==> config.mk <==
export PLATFORM = sky130hd
export DESIGN_NAME = call_register
export DESIGN_NICKNAME = d
export VERILOG_FILES = /design/src/rtl/elevator_pkg.sv /design/src/rtl/call_debounce.sv /design/src/rtl/call_register.sv
export SDC_FILE = /design/constraint.sdc
export NUM_CORES = 1
export LEC_CHECK = 0
export BUFFER_PORTS_ARGS = -buffer_cell sky130_fd_sc_hd__buf_4
export CORE_AREA = 2 2 107 109
export CTS_BUF_LIST = sky130_fd_sc_hd__clkbuf_8
export CTS_CLUSTER_DIAMETER = 200
export CTS_CLUSTER_SIZE = 10
export DETAILED_ROUTE_END_ITERATION = 12
export DIE_AREA = 0 0 109 111
export GPL_ROUTABILITY_DRIVEN = 0
export PLACE_DENSITY_LB_ADDON = 0.08
export SLEW_MARGIN = 5
export SYNTH_ARGS = -nofsm -noshare
export SYNTH_HDL_FRONTEND = slang
export SYNTH_SLANG_ARGS = --single-unit
==> constraint.sdc <==
create_clock -name clk -period 4.5 [get_ports clk]
set_input_delay 0.9 -clock clk [delete_from_list [all_inputs] [get_ports clk]]
set_output_delay 0.9 -clock clk [all_outputs]
set_load 0.005 [all_outputs]
==> src/rtl/elevator_pkg.sv <==
// Shared elevator constants: default floor count, debounce length
// and the width helper for call counters.
package elevator_pkg;

  localparam int DEF_LEVELS   = 8;
  localparam int DEF_DEBOUNCE = 4;

  function automatic int count_w(input int levels);
    return $clog2(3 * levels + 1);
  endfunction

endpackage

==> src/rtl/call_debounce.sv <==
// One button: counter-based debounce of a raw level plus a
// registered single-cycle pulse on each accepted press.
module call_debounce
  import elevator_pkg::*;
#(
  parameter int DEBOUNCE_CYCLES = DEF_DEBOUNCE
) (
  input  logic clk,
  input  logic reset,
  input  logic raw,
  output logic level,
  output logic press
);

  localparam int CW =
    (DEBOUNCE_CYCLES > 1) ? $clog2(DEBOUNCE_CYCLES) : 1;
  localparam logic [CW-1:0] LAST = CW'(DEBOUNCE_CYCLES - 1);

  logic [CW-1:0] cnt_q, cnt_d;
  logic          level_q, level_d;
  logic          prev_q, prev_d;
  logic          press_q, press_d;

  // Flip on the Nth disagreeing sample; any agreement restarts.
  always_comb begin
    cnt_d   = '0;
    level_d = level_q;
    if (raw != level_q) begin
      if (cnt_q == LAST) begin
        level_d = raw;
      end else begin
        cnt_d = cnt_q + CW'(1);
      end
    end
    prev_d  = level_q;
    press_d = level_q & ~prev_q;
  end

  always_ff @(posedge clk) begin
    if (!reset) begin
      cnt_q   <= '0;
      level_q <= 1'b0;
      prev_q  <= 1'b0;
      press_q <= 1'b0;
    end else begin
      cnt_q   <= cnt_d;
      level_q <= level_d;
      prev_q  <= prev_d;
      press_q <= press_d;
    end
  end

  assign level = level_q;
  assign press = press_q;

endmodule

==> src/rtl/call_register.sv <==
// Elevator call latches: debounced cabin/hall buttons set calls,
// the controller clears them; registered summary outputs.
module call_register
  import elevator_pkg::*;
#(
  parameter int LEVELS          = DEF_LEVELS,
  parameter int DEBOUNCE_CYCLES = DEF_DEBOUNCE
) (
  input  logic                         clk,
  input  logic                         reset,
  input  logic [LEVELS-1:0]            btn_in,
  input  logic [LEVELS-1:0]            btn_up_out,
  input  logic [LEVELS-1:0]            btn_down_out,
  input  logic                         block_in,
  input  logic                         block_out,
  input  logic [LEVELS-1:0]            inactivate_in_levels,
  input  logic [LEVELS-1:0]            inactivate_out_up_levels,
  input  logic [LEVELS-1:0]            inactivate_out_down_levels,
  output logic [LEVELS-1:0]            active_in_levels,
  output logic [LEVELS-1:0]            active_out_up_levels,
  output logic [LEVELS-1:0]            active_out_down_levels,
  output logic                         any_request,
  output logic [count_w(LEVELS)-1:0]   pending_count
);

  localparam int N  = 3 * LEVELS;
  localparam int CW = count_w(LEVELS);

  logic [N-1:0]  raw, press, unused_level, blk, inact;
  logic [N-1:0]  active_q, active_d;
  logic [CW-1:0] count_q, count_d;
  logic          any_q, any_d;

  assign raw   = {btn_down_out, btn_up_out, btn_in};
  assign inact = {inactivate_out_down_levels,
                  inactivate_out_up_levels,
                  inactivate_in_levels};
  assign blk   = {{(2 * LEVELS){block_out}}, {LEVELS{block_in}}};

  for (genvar i = 0; i < N; i++) begin : g_db
    call_debounce #(
      .DEBOUNCE_CYCLES(DEBOUNCE_CYCLES)
    ) u_db (
      .clk   (clk),
      .reset (reset),
      .raw   (raw[i]),
      .level (unused_level[i]),
      .press (press[i])
    );
  end

  // Clear beats set; top-floor up and ground-floor down don't exist.
  always_comb begin
    active_d = (active_q | (press & ~blk)) & ~inact;
    active_d[2*LEVELS-1] = 1'b0;
    active_d[2*LEVELS]   = 1'b0;
  end

  always_comb begin
    count_d = '0;
    for (int i = 0; i < N; i++) begin
      count_d = count_d + CW'(active_q[i]);
    end
    any_d = |active_q;
  end

  always_ff @(posedge clk) begin
    if (!reset) begin
      active_q <= '0;
      count_q  <= '0;
      any_q    <= 1'b0;
    end else begin
      active_q <= active_d;
      count_q  <= count_d;
      any_q    <= any_d;
    end
  end

  assign active_in_levels       = active_q[LEVELS-1:0];
  assign active_out_up_levels   = active_q[2*LEVELS-1:LEVELS];
  assign active_out_down_levels = active_q[N-1:2*LEVELS];
  assign any_request            = any_q;
  assign pending_count          = count_q;

endmodule
==> PnR_summary.wiki <==
{| class="wikitable"
! Metric !! Value
|-
| Num CTS Buffers || 17
|-
| Skew-Pair Late Insertion Delay || between 0.4 and 0.5 ns
|-
| RSZ-0062 raised after global routing || no
|-
| Worst-path cell chain || inv_1 -> fa_1 -> inv_1 -> fa_1 -> fa_1 -> fa_1 -> inv_1 -> fa_1 -> inv_1 -> ha_1 -> inv_1 -> fa_1 -> nor2b_1 -> o21a_1 -> o21a_1
|-
| Number of nets in the finished design || about 630
|-
| Post-cts sizing count || 0
|-
| Terminus of the critical flop-to-flop path || pending_count[4]
|-
| Number of enable flip-flop cells after synthesis || 0
|-
| Number of cell instances on the worst register-to-register path || 15
|-
| Startpoint type of the worst setup path || flip-flop
|-
| Global routing usage summed across all routing layers || 0.172
|-
| Class of the most critical setup path || flip-flop to flip-flop
|-
| Remaining Overflow, GRT || 0
|-
| Number of nets with antenna violations after detailed routing || 0
|-
| Fmax || between 200 and 250 MHz
|-
| Result of the run || completed
|-
| Total vias in the final route || around 3,300
|-
| Slew of the pin with the lowest slew margin || 0.898 ns
|-
| Reg2Reg Launch Point || active_q[0]
|-
| Level count of the clock H-tree || 4
|-
| Data arrival time of the worst path || ~4.5 ns
|-
| Total inserted antenna cells || 0
|-
| Post-DR vias/cell || just under 5
|-
| Post-synthesis async set-or-reset flop share || 0
|-
| Setup fix buffers added after clock tree synthesis || 0
|-
| Setup violators final || 0
|-
| FILL cells || between 900 and 1,000
|-
| Start point of the worst min-delay path || g_db[0].u_db.prev_q
|-
| Power density cells || between 300 and 400 mW/mm^2
|-
| Critical-path cell with the highest stage delay || sky130_fd_sc_hd__fa_1
|-
| Sequential cell area || ~0.0028 mm^2
|-
| Hold-critical path depth || 1
|-
| Die Wd || ~110 um
|-
| Worst max-slew margin expressed relative to the limit || 0.401
|-
| Final sum of negative setup slack || 0 ns
|-
| Post-synth top flop || sky130_fd_sc_hd__dfxtp_1
|-
| First drt pass iteration count || 4
|-
| Register area share after synthesis || 0.513
|-
| Final count of pins violating max slew || 0
|-
| Fraction of layout instances using a drive strength above 1 || 0.232
|-
| Period utilization || 0.913
|-
| Initial cell density of the core || 0.486
|-
| Number of clock sinks || about 140
|-
| Maximum vdd drop || roughly 280 uV
|-
| Number of I/O pins || 82
|-
| Worst Setup End Kind || flip-flop
|-
| Multi-input gate area || about 0.0024 mm^2
|-
| Data required time at the worst endpoint || just under 5 ns
|-
| Hold violation total from the final report || 0
|-
| Number of antenna violations at the first check in global routing || 0
|-
| Top fanout value on the critical path || 3
|-
| Count of unique library cells instantiated by Yosys || 29
|-
| Path category of the worst min-delay check || flip-flop to flip-flop
|-
| Maximum number of pins on one net before global-route repair || 118
|-
| Average size of a mapped cell || around 12 um^2
|-
| Overall die area || 0.0121 mm^2
|-
| Biggest cell delay along the critical path || ~0.54 ns
|-
| Average routed wire per standard cell || about 14 um
|-
| TritonCTS clock tree || yes
|-
| Number of max-cap violations || 0
|-
| Layout Skew || roughly 0.0087 ns
|-
| Hold worst-path end || g_db[0].u_db.press
|-
| Instance count of the mapped netlist || 451
|-
| Final wirelength || 9.25 mm
|-
| Post-Synthesis Cell Area || 0.00538 mm^2
|-
| Area Overhead vs Synth || 21.4%
|-
| R2r setup slk || slightly below 0.4 ns
|-
| Number of violations reported at the end of detailed-routing iteration 0 || 108
|-
| Yosys warnings || 0
|-
| DRC violation count after routing || 0
|-
| Final worst path period need || slightly above 4 ns
|-
| Total cell area at the placement stage || between 0.006 and 0.007 mm^2
|-
| Most used cell along the critical path || sky130_fd_sc_hd__fa_1
|-
| Global-route wire length before repair || 15.9 mm
|-
| Final design area excluding fillers || 0.00653 mm^2
|-
| Clock root buffer master || sky130_fd_sc_hd__clkbuf_8
|-
| Core Region || 0.0111 mm^2
|-
| WHS || 0.374 ns
|-
| Flops & latches, synth || between 100 and 150
|-
| Via count of the first global-routing pass || around 3,400
|-
| Post-DP HPWL || 6.60 mm
|-
| Leakage power figure || slightly below 3 nW
|-
| Placement row count || 39
|-
| IO Port Bufs || 75
|-
| Cts hold-fix bufs || 0
|-
| Maximum number of buffers from clock root to sink || 2
|-
| CTS clk-pin slew, worst paths || around 0.08 ns
|-
| Die span in y || ~110 um
|}
## worst max path at each step
stage | from | end | slack (ns)
2_1_floorplan | active_q[0] | pending_count[4] | 0.57
3_3_place_gp | active_q[0] | pending_count[4] | 0.47
3_5_place_dp | active_q[0] | pending_count[4] | 0.36
4_1_cts | active_q[0] | pending_count[4] | 0.35
5_1_grt | active_q[0] | pending_count[4] | 0.07
6_report | active_q[0] | pending_count[4] | 0.39
## cells by family (layout without fill, tap and decap cells)
| logic type | after synthesis | after routing | share of synthesized area |
|---|---|---|---|
| buffers and inverters | 50 | 140 | 0.0379 |
| AOI/OAI and AO/OA | 27 | 27 | 0.0277 |
| DFF | 138 | 138 | 0.513 |
| xor gates and xnor gates | 22 | 22 | 0.0358 |
| muxes | 23 | 23 | 0.0428 |
| other | 1 | 2 | 0.000697 |
| and+or+nand+nor | 145 | 145 | 0.216 |
| adders and majority gates | 45 | 45 | 0.126 |
## per-stage QoR
step	util	cells	setup slack, ns	power (W)
global placement	0.546	654	0.470	0.00138
CTS	0.590	685	0.345	0.00259
finish	0.590	685	0.392	0.00256
global route	0.590	685	0.0713	0.00266
detailed placement	0.546	654	0.361	0.00139
floorplan	-	452	0.572	0.00134
## worst max-delay path: cells and delay by family, from the launching register on
kind	cells	cell delay (ns)
flops	1	0.37
compound gates	2	0.22
buf+inv	5	0.30
fa+ha+maj	7	2.98
simple gates	1	0.17
## sequential cells by signal (all words and copies together), names as in the netlist
name / count
g_db.u_db.cnt_q: 44
active_q: 22
g_db.u_db.level: 22
g_db.u_db.press: 22
g_db.u_db.prev_q: 22
pending_count: 5
any_request: 1
## routing by layer
layer	part of all wire	track usage	wire, um	up-vias
met2	0.47	0.271	4340	68
met3	0.061	0.0658	568	11
met5	0	0	0	-
li1	-	-	-	1684
met1	0.45	0.207	4180	1575
met4	0.017	0.0718	154	0
## synthesized netlist by cell type, types with 9 or more instances
cell type / count / area share
sky130_fd_sc_hd__a21oi_1: 23 / 0.021
sky130_fd_sc_hd__and2_1: 23 / 0.027
sky130_fd_sc_hd__and4b_1: 18 / 0.033
sky130_fd_sc_hd__and4bb_2: 18 / 0.042
sky130_fd_sc_hd__clkbuf_1: 9 / 0.0063
sky130_fd_sc_hd__dfxtp_1: 138 / 0.51
sky130_fd_sc_hd__fa_1: 15 / 0.056
sky130_fd_sc_hd__ha_1: 30 / 0.070
sky130_fd_sc_hd__inv_1: 34 / 0.024
sky130_fd_sc_hd__mux2i_1: 23 / 0.043
sky130_fd_sc_hd__nor2b_1: 47 / 0.055
sky130_fd_sc_hd__nor3b_1: 23 / 0.032
sky130_fd_sc_hd__xor2_1: 18 / 0.029
## cell usage in the layout (no fill, tap or decap), types with 2 or more instances in the layout
cell type / n
sky130_fd_sc_hd__dfxtp_1: 138
sky130_fd_sc_hd__buf_4: 75
sky130_fd_sc_hd__nor2b_1: 47
sky130_fd_sc_hd__inv_1: 35
sky130_fd_sc_hd__ha_1: 30
sky130_fd_sc_hd__a21oi_1: 23
sky130_fd_sc_hd__nor3b_1: 23
sky130_fd_sc_hd__and2_1: 23
sky130_fd_sc_hd__mux2i_1: 23
sky130_fd_sc_hd__clkbuf_8: 19
sky130_fd_sc_hd__and4bb_2: 18
sky130_fd_sc_hd__xor2_1: 18
sky130_fd_sc_hd__and4b_1: 18
sky130_fd_sc_hd__fa_1: 15
sky130_fd_sc_hd__bufinv_16: 6
sky130_fd_sc_hd__xnor2_1: 4
sky130_fd_sc_hd__nor4b_1: 4
sky130_fd_sc_hd__nor4bb_1: 4
sky130_fd_sc_hd__clkinvlp_4: 3
sky130_fd_sc_hd__o21a_1: 2
sky130_fd_sc_hd__nand4_1: 2
sky130_fd_sc_hd__nor4_2: 2
sky130_fd_sc_hd__conb_1: 2
## cell type report
type / count / share of cell area
tap: 143 / 0.0274
clock buffer: 19 / 0.0400
clock inverter: 12 / 0.0337
sequential: 138 / 0.423
multi-input combinational: 264 / 0.370
timing repair buffer: 75 / 0.0862
inverter: 34 / 0.0195
## where the power goes
group	switching, W	total, W	internal (W)
Combinational	0.0000435	0.000106	0.0000625
Clock	0.000455	0.00120	0.000741
Sequential	0.0000104	0.00125	0.00124
Power figures use the tool's default switching activity.
